===== src/rtl/fetch_byte_sequencer_if.sv =====
// Memory byte-request and issue-FIFO ports of the fetch byte sequencer.
// master = sequencer side, slave = memory / micro-instruction queue side.
interface fetch_byte_sequencer_if #(
  parameter int MQ_N   = 4,
  parameter int ADDR_W = 32,
  parameter int MI_W   = 32
);
  logic                        mem_req;
  logic [ADDR_W-1:0]           mem_addr;
  logic                        mem_ack;
  logic [7:0]                  mem_byte;
  logic                        iss_valid;
  logic                        iss_ready;
  logic [MQ_N-1:0][MI_W-1:0]   iss_miinst;
  logic [ADDR_W-1:0]           iss_pc;
  logic [3:0]                  iss_len;

  modport master (
    output mem_req, mem_addr, iss_valid, iss_miinst, iss_pc, iss_len,
    input  mem_ack, mem_byte, iss_ready
  );
  modport slave (
    input  mem_req, mem_addr, iss_valid, iss_miinst, iss_pc, iss_len,
    output mem_ack, mem_byte, iss_ready
  );
endinterface


===== src/rtl/fetch_byte_sequencer.sv =====
// Byte-serial fetch sequencer: one outstanding byte request, decode-chain operand registers,
// 2-entry issue FIFO, redirect/flush. FETCH_INST_LEN_CHECK_EN enables the 16-byte length fault.
module fetch_byte_sequencer #(
  parameter int          MQ_N     = 4,
  parameter int          ADDR_W   = 32,
  parameter int unsigned PC_RESET = 0,
  parameter int          MI_W     = 32,
  parameter int          NAME_W   = 8,
  parameter int          CI_W     = 36
) (
  input  logic                      clk,
  input  logic                      rstn,
  fetch_byte_sequencer_if.master    bus,
  output logic [7:0]                cur_byte,
  output logic [ADDR_W-1:0]         cur_pc,
  output logic [11:0]               cur_state,
  output logic [MQ_N-1:0][MI_W-1:0] cur_miinst,
  output logic [NAME_W-1:0]         cur_name,
  output logic [CI_W-1:0]           cur_imm,
  output logic [CI_W-1:0]           cur_disp,
  output logic [3:0]                cur_rex,
  input  logic [11:0]               nxt_state,
  input  logic [MQ_N-1:0][MI_W-1:0] nxt_miinst,
  input  logic [NAME_W-1:0]         nxt_name,
  input  logic [CI_W-1:0]           nxt_imm,
  input  logic [CI_W-1:0]           nxt_disp,
  input  logic [3:0]                nxt_rex,
  input  logic                      phase_valid,
  input  logic                      redir_valid,
  input  logic [ADDR_W-1:0]         redir_pc,
  output logic                      len_fault
);
  // fstate layout {obj, grp, dst}; a fresh instruction starts at obj=OPCODE_1
  localparam int               ST_W         = 12;
  localparam logic [3:0]       OBJ_OPCODE_1 = 4'd1;
  localparam logic [ST_W-1:0]  ST_INIT      = {OBJ_OPCODE_1, 8'h00};
  localparam logic [ADDR_W-1:0] PC_INIT     = ADDR_W'(PC_RESET);

  typedef enum logic [1:0] {RUN, STALL, DROP} fsm_e;

  typedef struct packed {
    logic [ST_W-1:0]           st;
    logic [MQ_N-1:0][MI_W-1:0] mi;
    logic [NAME_W-1:0]         name;
    logic [CI_W-1:0]           imm;
    logic [CI_W-1:0]           disp;
    logic [3:0]                rex;
  } dec_t;

  typedef struct packed {
    logic [MQ_N-1:0][MI_W-1:0] mi;
    logic [ADDR_W-1:0]         pc;
    logic [3:0]                len;
  } iss_t;

  localparam dec_t DEC_INIT = {ST_INIT, {($bits(dec_t)-ST_W){1'b0}}};

  fsm_e              fsm_q, fsm_d;
  logic              live_q;
  logic [ADDR_W-1:0] pc_q, pc_d, drop_addr_q, drop_addr_d;
  logic [ADDR_W-1:0] cur_pc_q, cur_pc_d, start_pc_q, start_pc_d;
  logic [7:0]        byte_q, byte_d;
  logic              pend_q, pend_d;
  logic [3:0]        len_q, len_d;
  dec_t              dec_q, dec_d, dec_nxt;
  iss_t [1:0]        fifo_q, fifo_d;
  iss_t              new_ent;
  logic [1:0]        cnt_q, cnt_d;
  logic              mem_req, consume, eval, push, pop, kill;

  assign mem_req = live_q && (fsm_q != STALL);
  assign consume = mem_req && bus.mem_ack && (fsm_q == RUN) && !redir_valid;
  assign eval    = pend_q && !redir_valid;
  assign push    = eval && phase_valid;
  assign pop     = bus.iss_valid && bus.iss_ready && !redir_valid;

`ifdef FETCH_INST_LEN_CHECK_EN
  // a 16th byte without completion can never be a legal x86 instruction
  assign kill      = eval && !phase_valid && (len_q == 4'd15);
  assign len_fault = kill;
`else
  assign kill      = 1'b0;
  assign len_fault = 1'b0;
`endif

  always_comb begin
    dec_nxt = '{st: nxt_state, mi: nxt_miinst, name: nxt_name,
                imm: nxt_imm, disp: nxt_disp, rex: nxt_rex};
    new_ent.mi  = nxt_miinst;
    new_ent.pc  = (len_q == 4'd0) ? cur_pc_q : start_pc_q;
    new_ent.len = (len_q == 4'd15) ? 4'd15 : len_q + 4'd1;
  end

  always_comb begin
    fsm_d       = fsm_q;
    pc_d        = pc_q;
    drop_addr_d = drop_addr_q;
    cur_pc_d    = cur_pc_q;
    start_pc_d  = start_pc_q;
    byte_d      = byte_q;
    pend_d      = pend_q;
    len_d       = len_q;
    dec_d       = dec_q;
    fifo_d      = fifo_q;
    cnt_d       = cnt_q;

    if (consume) begin
      byte_d   = bus.mem_byte;
      cur_pc_d = pc_q;
      pc_d     = pc_q + 1'b1;
      pend_d   = 1'b1;
    end

    if (eval) begin
      pend_d = 1'b0;
      if (len_q == 4'd0) start_pc_d = cur_pc_q;
      if (push || kill) begin
        dec_d = DEC_INIT;
        len_d = 4'd0;
      end else begin
        dec_d = dec_nxt;
        if (len_q != 4'd15) len_d = len_q + 4'd1;
      end
    end

    // head always in slot 0; the post-pop count picks the free slot
    if (pop) begin
      fifo_d[0] = fifo_q[1];
      cnt_d     = cnt_q - 2'd1;
    end
    if (push) begin
      fifo_d[cnt_d[0]] = new_ent;
      cnt_d            = cnt_d + 2'd1;
    end

    if (redir_valid) begin
      cnt_d  = 2'd0;
      pend_d = 1'b0;
      dec_d  = DEC_INIT;
      len_d  = 4'd0;
      pc_d   = redir_pc;
    end

    if (fsm_q == DROP) begin
      if (bus.mem_ack) fsm_d = RUN;
    end else if (redir_valid && mem_req && !bus.mem_ack) begin
      fsm_d       = DROP;
      drop_addr_d = pc_q;
    end else begin
      fsm_d = (cnt_d == 2'd2 || pend_d) ? STALL : RUN;
    end
  end

  always_ff @(posedge clk or negedge rstn) begin
    if (!rstn) begin
      fsm_q       <= RUN;
      live_q      <= 1'b0;
      pc_q        <= PC_INIT;
      drop_addr_q <= PC_INIT;
      cur_pc_q    <= PC_INIT;
      start_pc_q  <= PC_INIT;
      byte_q      <= 8'h00;
      pend_q      <= 1'b0;
      len_q       <= 4'd0;
      dec_q       <= DEC_INIT;
      fifo_q      <= '0;
      cnt_q       <= 2'd0;
    end else begin
      fsm_q       <= fsm_d;
      live_q      <= 1'b1;
      pc_q        <= pc_d;
      drop_addr_q <= drop_addr_d;
      cur_pc_q    <= cur_pc_d;
      start_pc_q  <= start_pc_d;
      byte_q      <= byte_d;
      pend_q      <= pend_d;
      len_q       <= len_d;
      dec_q       <= dec_d;
      fifo_q      <= fifo_d;
      cnt_q       <= cnt_d;
    end
  end

  assign bus.mem_req    = mem_req;
  assign bus.mem_addr   = (fsm_q == DROP) ? drop_addr_q : pc_q;
  assign bus.iss_valid  = (cnt_q != 2'd0);
  assign bus.iss_miinst = fifo_q[0].mi;
  assign bus.iss_pc     = fifo_q[0].pc;
  assign bus.iss_len    = fifo_q[0].len;

  assign cur_byte   = byte_q;
  assign cur_pc     = cur_pc_q;
  assign cur_state  = dec_q.st;
  assign cur_miinst = dec_q.mi;
  assign cur_name   = dec_q.name;
  assign cur_imm    = dec_q.imm;
  assign cur_disp   = dec_q.disp;
  assign cur_rex    = dec_q.rex;
endmodule


===== src/flat_wrapper.sv =====
// flat-port wrapper written by rule: the top's interface ports become plain ports
module fetch_byte_sequencer_flat 
#(
  parameter int          MQ_N     = 4,
  parameter int          ADDR_W   = 32,
  parameter int unsigned PC_RESET = 0,
  parameter int          MI_W     = 32,
  parameter int          NAME_W   = 8,
  parameter int          CI_W     = 36
)
  (clk, rstn, cur_byte, cur_pc, cur_state, cur_miinst, cur_name, cur_imm, cur_disp, cur_rex, nxt_state, nxt_miinst, nxt_name, nxt_imm, nxt_disp, nxt_rex, phase_valid, redir_valid, redir_pc, len_fault, bus_mem_req, bus_mem_addr, bus_iss_valid, bus_iss_miinst, bus_iss_pc, bus_iss_len, bus_mem_ack, bus_mem_byte, bus_iss_ready);
  fetch_byte_sequencer_if #(.MQ_N(MQ_N), .ADDR_W(ADDR_W), .MI_W(MI_W)) bus_i ();
  input  logic clk;
  input  logic rstn;
  output logic [7:0] cur_byte;
  output logic [ADDR_W-1:0] cur_pc;
  output logic [11:0] cur_state;
  output logic [MQ_N-1:0][MI_W-1:0] cur_miinst;
  output logic [NAME_W-1:0] cur_name;
  output logic [CI_W-1:0] cur_imm;
  output logic [CI_W-1:0] cur_disp;
  output logic [3:0] cur_rex;
  input  logic [11:0] nxt_state;
  input  logic [MQ_N-1:0][MI_W-1:0] nxt_miinst;
  input  logic [NAME_W-1:0] nxt_name;
  input  logic [CI_W-1:0] nxt_imm;
  input  logic [CI_W-1:0] nxt_disp;
  input  logic [3:0] nxt_rex;
  input  logic phase_valid;
  input  logic redir_valid;
  input  logic [ADDR_W-1:0] redir_pc;
  output logic len_fault;
  output wire logic [$bits(bus_i.mem_req)-1:0] bus_mem_req;
  output wire logic [$bits(bus_i.mem_addr)-1:0] bus_mem_addr;
  output wire logic [$bits(bus_i.iss_valid)-1:0] bus_iss_valid;
  output wire logic [$bits(bus_i.iss_miinst)-1:0] bus_iss_miinst;
  output wire logic [$bits(bus_i.iss_pc)-1:0] bus_iss_pc;
  output wire logic [$bits(bus_i.iss_len)-1:0] bus_iss_len;
  input wire logic [$bits(bus_i.mem_ack)-1:0] bus_mem_ack;
  input wire logic [$bits(bus_i.mem_byte)-1:0] bus_mem_byte;
  input wire logic [$bits(bus_i.iss_ready)-1:0] bus_iss_ready;
  assign bus_mem_req = bus_i.mem_req;
  assign bus_mem_addr = bus_i.mem_addr;
  assign bus_iss_valid = bus_i.iss_valid;
  assign bus_iss_miinst = bus_i.iss_miinst;
  assign bus_iss_pc = bus_i.iss_pc;
  assign bus_iss_len = bus_i.iss_len;
  assign bus_i.mem_ack = bus_mem_ack;
  assign bus_i.mem_byte = bus_mem_byte;
  assign bus_i.iss_ready = bus_iss_ready;
  fetch_byte_sequencer #(.MQ_N(MQ_N), .ADDR_W(ADDR_W), .PC_RESET(PC_RESET), .MI_W(MI_W), .NAME_W(NAME_W), .CI_W(CI_W)) u_core (.clk(clk), .rstn(rstn), .bus(bus_i), .cur_byte(cur_byte), .cur_pc(cur_pc), .cur_state(cur_state), .cur_miinst(cur_miinst), .cur_name(cur_name), .cur_imm(cur_imm), .cur_disp(cur_disp), .cur_rex(cur_rex), .nxt_state(nxt_state), .nxt_miinst(nxt_miinst), .nxt_name(nxt_name), .nxt_imm(nxt_imm), .nxt_disp(nxt_disp), .nxt_rex(nxt_rex), .phase_valid(phase_valid), .redir_valid(redir_valid), .redir_pc(redir_pc), .len_fault(len_fault));
endmodule

===== config.mk =====
export PLATFORM = sky130hd
export DESIGN_NAME = fetch_byte_sequencer_flat
export DESIGN_NICKNAME = d
export VERILOG_FILES = /design/src/rtl/fetch_byte_sequencer_if.sv /design/src/rtl/fetch_byte_sequencer.sv /design/src/flat_wrapper.sv
export SDC_FILE = /design/constraint.sdc
export NUM_CORES = 1
export LEC_CHECK = 0
export CORE_AREA = 5 5 286 288
export CTS_CLUSTER_SIZE = 25
export DETAILED_ROUTE_END_ITERATION = 8
export DIE_AREA = 0 0 291 293
export DONT_BUFFER_PORTS = 1
export HOLD_SLACK_MARGIN = 0.02
export SYNTH_ARGS = -nofsm -noshare
export SYNTH_HDL_FRONTEND = slang
export SYNTH_SLANG_ARGS = --single-unit

===== constraint.sdc =====
create_clock -name clk -period 1.83 [get_ports clk]
set_input_delay 0.4575 -clock clk [delete_from_list [all_inputs] [get_ports clk]]
set_output_delay 0.4575 -clock clk [all_outputs]
set_load 0.01 [all_outputs]

==> results <==
[per-layer routing]
| layer | routed length [um] | share of wire (%) | GRT usage (%) |
|---|---|---|---|
| met4 | 3350 | 3.7 | 7.08 |
| met2 | 45500 | 50 | 33.8 |
| met1 | 34900 | 38 | 23.9 |
| met5 | 0 | 0 | 0 |
| met3 | 7310 | 8.0 | 6.69 |
[per-stage QoR]
stage	hold WS, ns	util [%]	setup TNS [ns]
global route	-0.521	49.4	-77.14
floorplan	0.162	-	-2.43
global placement	0.179	38.6	-25.52
CTS	-0.519	48.6	-81.97
detailed placement	0.180	38.6	-30.95
finish	-0.473	49.4	-51.51
[layout make-up]
class	count	area share, %
clock inverters	38	1.55
inverters	11	0.132
diodes	1	0.00644
well taps	1050	3.38
flip-flops and latches	698	44.9
clock buffers	102	5.50
repair buffers	475	14.8
multi-input cells	1357	29.7
[registers in the layout, indices dropped and copies added (netlist names), 36 cells and up]
| register | cells |
|---|---|
| u_core.bus.iss_miinst | 128 |
| u_core.cur_disp | 36 |
| u_core.cur_imm | 36 |
| u_core.cur_miinst | 128 |
| u_core.fifo_q | 164 |
[cells in the final DEF, fill, tap and decap left out, types with 20 or more instances in the layout]
master         synthesis  routed
xor2_1                24      24
nor2_1               184     148
mux2_4                 0     166
nor2_4                 0      30
nand2_1              175      93
nand2_2                0      63
buf_12                 0      62
dlygate4sd3_1          0     267
a22o_1               223     223
mux2_2               271     105
buf_4                169      79
buf_16                 0      20
a21oi_2                0      30
buf_8                  0      23
clkbuf_16              0      82
a21oi_1              173     142
mux2i_1              164     153
dfrtp_1              697     697
o21ai_1               10      27
[worst max-delay path by stage]
stage / from / end / slack (ns) / depth (start not counted)
after CTS: u_core.fsm_q[0]$_DFFE_PN0P_ / bus_mem_addr[11] / -0.42 / 6
after global placement: u_core.cnt_q[0]$_DFF_PN0_ / u_core.fifo_q[306]$_DFFE_PN0P_ / -0.19 / 8
after global routing: u_core.fsm_q[0]$_DFFE_PN0P_ / bus_mem_addr[0] / -0.46 / 6
after floorplan: u_core.cnt_q[0]$_DFF_PN0_ / u_core.bus.iss_miinst[100]$_DFF_PN0_ / -0.03 / 8
after detailed placement: u_core.cnt_q[0]$_DFF_PN0_ / u_core.fifo_q[325]$_DFFE_PN0P_ / -0.20 / 8
final: u_core.fsm_q[0]$_DFFE_PN0P_ / bus_mem_addr[0] / -0.39 / 6
[critical path, cell delays in order (launching register included)]
cell and delay [ns]:
dfrtp_1 0.40, buf_6 0.14, nor2_4 0.12, buf_12 0.15, clkbuf_16 0.17, nand2_2 0.07
nand2_2 0.11
[cell families after synthesis]
group / after synthesis / synth area share [%]
muxes: 435 / 15.9
other: 2 / 0.0255
xor gates and xnor gates: 34 / 1.01
and+or+nand+nor: 421 / 6.09
buffers and inverters: 337 / 6.81
AOI/OAI and AO/OA: 461 / 10.7
adders and majority gates: 4 / 0.170
DFF: 698 / 59.3
[cells in the mapped netlist, types with 15 or more instances]
cell / instances / share of area [%]
a21oi_1: 173 / 2.9
a22o_1: 223 / 6.6
buf_2: 79 / 1.3
buf_4: 169 / 4.3
clkbuf_1: 70 / 0.89
dfrtp_1: 697 / 59
mux2_2: 271 / 10
mux2i_1: 164 / 5.6
nand2_1: 175 / 2.2
nand4_1: 15 / 0.32
nor2_1: 184 / 2.3
o21ai_0: 52 / 0.88
xor2_1: 24 / 0.71
[repair_timing]
item                       in CTS  in global routing
gates cloned                   33                  7
gates resized for setup       299                312
pin swaps                      46                117
hold endpoints to repair     1226                697
setup endpoints to repair     351                462
buffers inserted               52                 18
[power groups by stage]
stage / Sequential, W / Combinational, W / Clock (W)
2_1_floorplan: 0.0205 / 0.00736 / 0
3_3_place_gp: 0.0231 / 0.00495 / 0
3_5_place_dp: 0.0232 / 0.00525 / 0
4_1_cts: 0.0230 / 0.00666 / 0.0170
5_1_grt: 0.0236 / 0.00803 / 0.0175
6_report: 0.0232 / 0.00739 / 0.0166
==> flow_summary.json <==
{
  "status": "finished, violations left",
  "violations": "negative hold slack, max-slew violations, negative setup slack",
  "combPwrFrac_pct": 15.7,
  "power_w": 0.0471,
  "postRouteAntennaNets": 0,
  "grt_pass1_vias": 20732,
  "min_period_over_period_pct": 121,
  "finalSetupViolCount": 437,
  "switchingPower_w": 0.0142,
  "total_leakage_power_nw": 17.7,
  "num_rows": 103,
  "drt_first_iter_violations": 1141,
  "synth_cell_type_count": 42,
  "yosysSeqAreaShare_pct": 59.3,
  "syn-num-nets": 2666,
  "r2r-end": "u_core.drop_addr_q[4]$_DFFE_PN0P_",
  "holdCritPathClass": "input pin to asynchronous set/reset pin",
  "async_reset_ff_share_pct": 100,
  "dp_hpwl_um": 57500,
  "yosys_register_bits": 698,
  "cts_buffers": 76,
  "cts-root-buf": "clkbuf_16",
  "tightest_slew_ns": 2.98,
  "clk_pin_slew_ns": 0.06,
  "post-route-drc-count": 0,
  "relSlewSlack_pct": -98.8,
  "synth_edf_count": 0,
  "ir_worst_vdd_mv": 0.715,
  "area_growth_pct": 31.9,
  "via_per_inst": 5.34,
  "reg2reg_from": "u_core.fsm_q[1]$_DFFE_PN0P_",
  "cts_tree": "done",
  "grt_util_all_layers_pct": 19.9,
  "slew_violations": 440,
  "setup_slack_ns": -0.386,
  "maxCapViolCount": 0,
  "avgRoutedWirePerCell_um": 24.4,
  "synthFlopType": "dfrtp_1",
  "arrival_ns": 1.76,
  "cts_max_path_buffers": 3,
  "syn_inst": 2392,
  "dp_cells": 3252,
  "power_frac_clock_pct": 35.1,
  "skew_ns": 0.0279,
  "intPower_w": 0.0329,
  "drive_above_1_share_pct": 30.0,
  "rrSetupSlack_ns": -0.28,
  "dp_slack_ns": -0.203,
  "layout.cells.non_filler": 3732,
  "gp_congestion": 0.866,
  "antenna_found_initial": 0,
  "ff2ff_path_depth": 9,
  "cp_max_fo": 6,
  "fmax_mhz": 451,
  "period_needed_ns": 2.22,
  "nets": 2893,
  "syn_area_um2": 29500,
  "design_area_um2": 38900,
  "grt-ovfl-total": 0,
  "start_kind": "flip-flop",
  "rsz0062_at_grt": "true",
  "yosysWarnings": 0,
  "worstPathRequired_ns": 1.37,
  "grt_pass1_wl_um": 134000,
  "drt-total-wl_um": 91000,
  "hold_viol": 364,
  "fill_cells": 6584,
  "p_sw_share_pct": 30.1,
  "initial_utilization_pct": 37.5,
  "hold_slack_ns": -0.473,
  "seq_area_um2": 17500,
  "cts_max_level": 3,
  "hold_buffers": 268,
  "crit_path_end_kind": "output port",
  "dieHeight_um": 293,
  "dieArea_um2": 85300,
  "place_area_um2": 30400,
  "vias": 19936,
  "syn_avg_cell_area_um2": 12.3,
  "port_buffers": 0,
  "seqPwrFrac_pct": 49.2,
  "grt_start_max_net_pins": 699,
  "p_per_area_nw_per_um2": 1210,
  "first_pass_iters": 5,
  "die_x_um": 291,
  "coreArea_um2": 78600,
  "clk_latency_ns": 0.62,
  "multiInputGateArea_um2": 11500,
  "clkSinkCount": 698,
  "worstSetupPathType": "flip-flop to output port",
  "io_pins": 733
}
(Power assumes the default switching activity.)
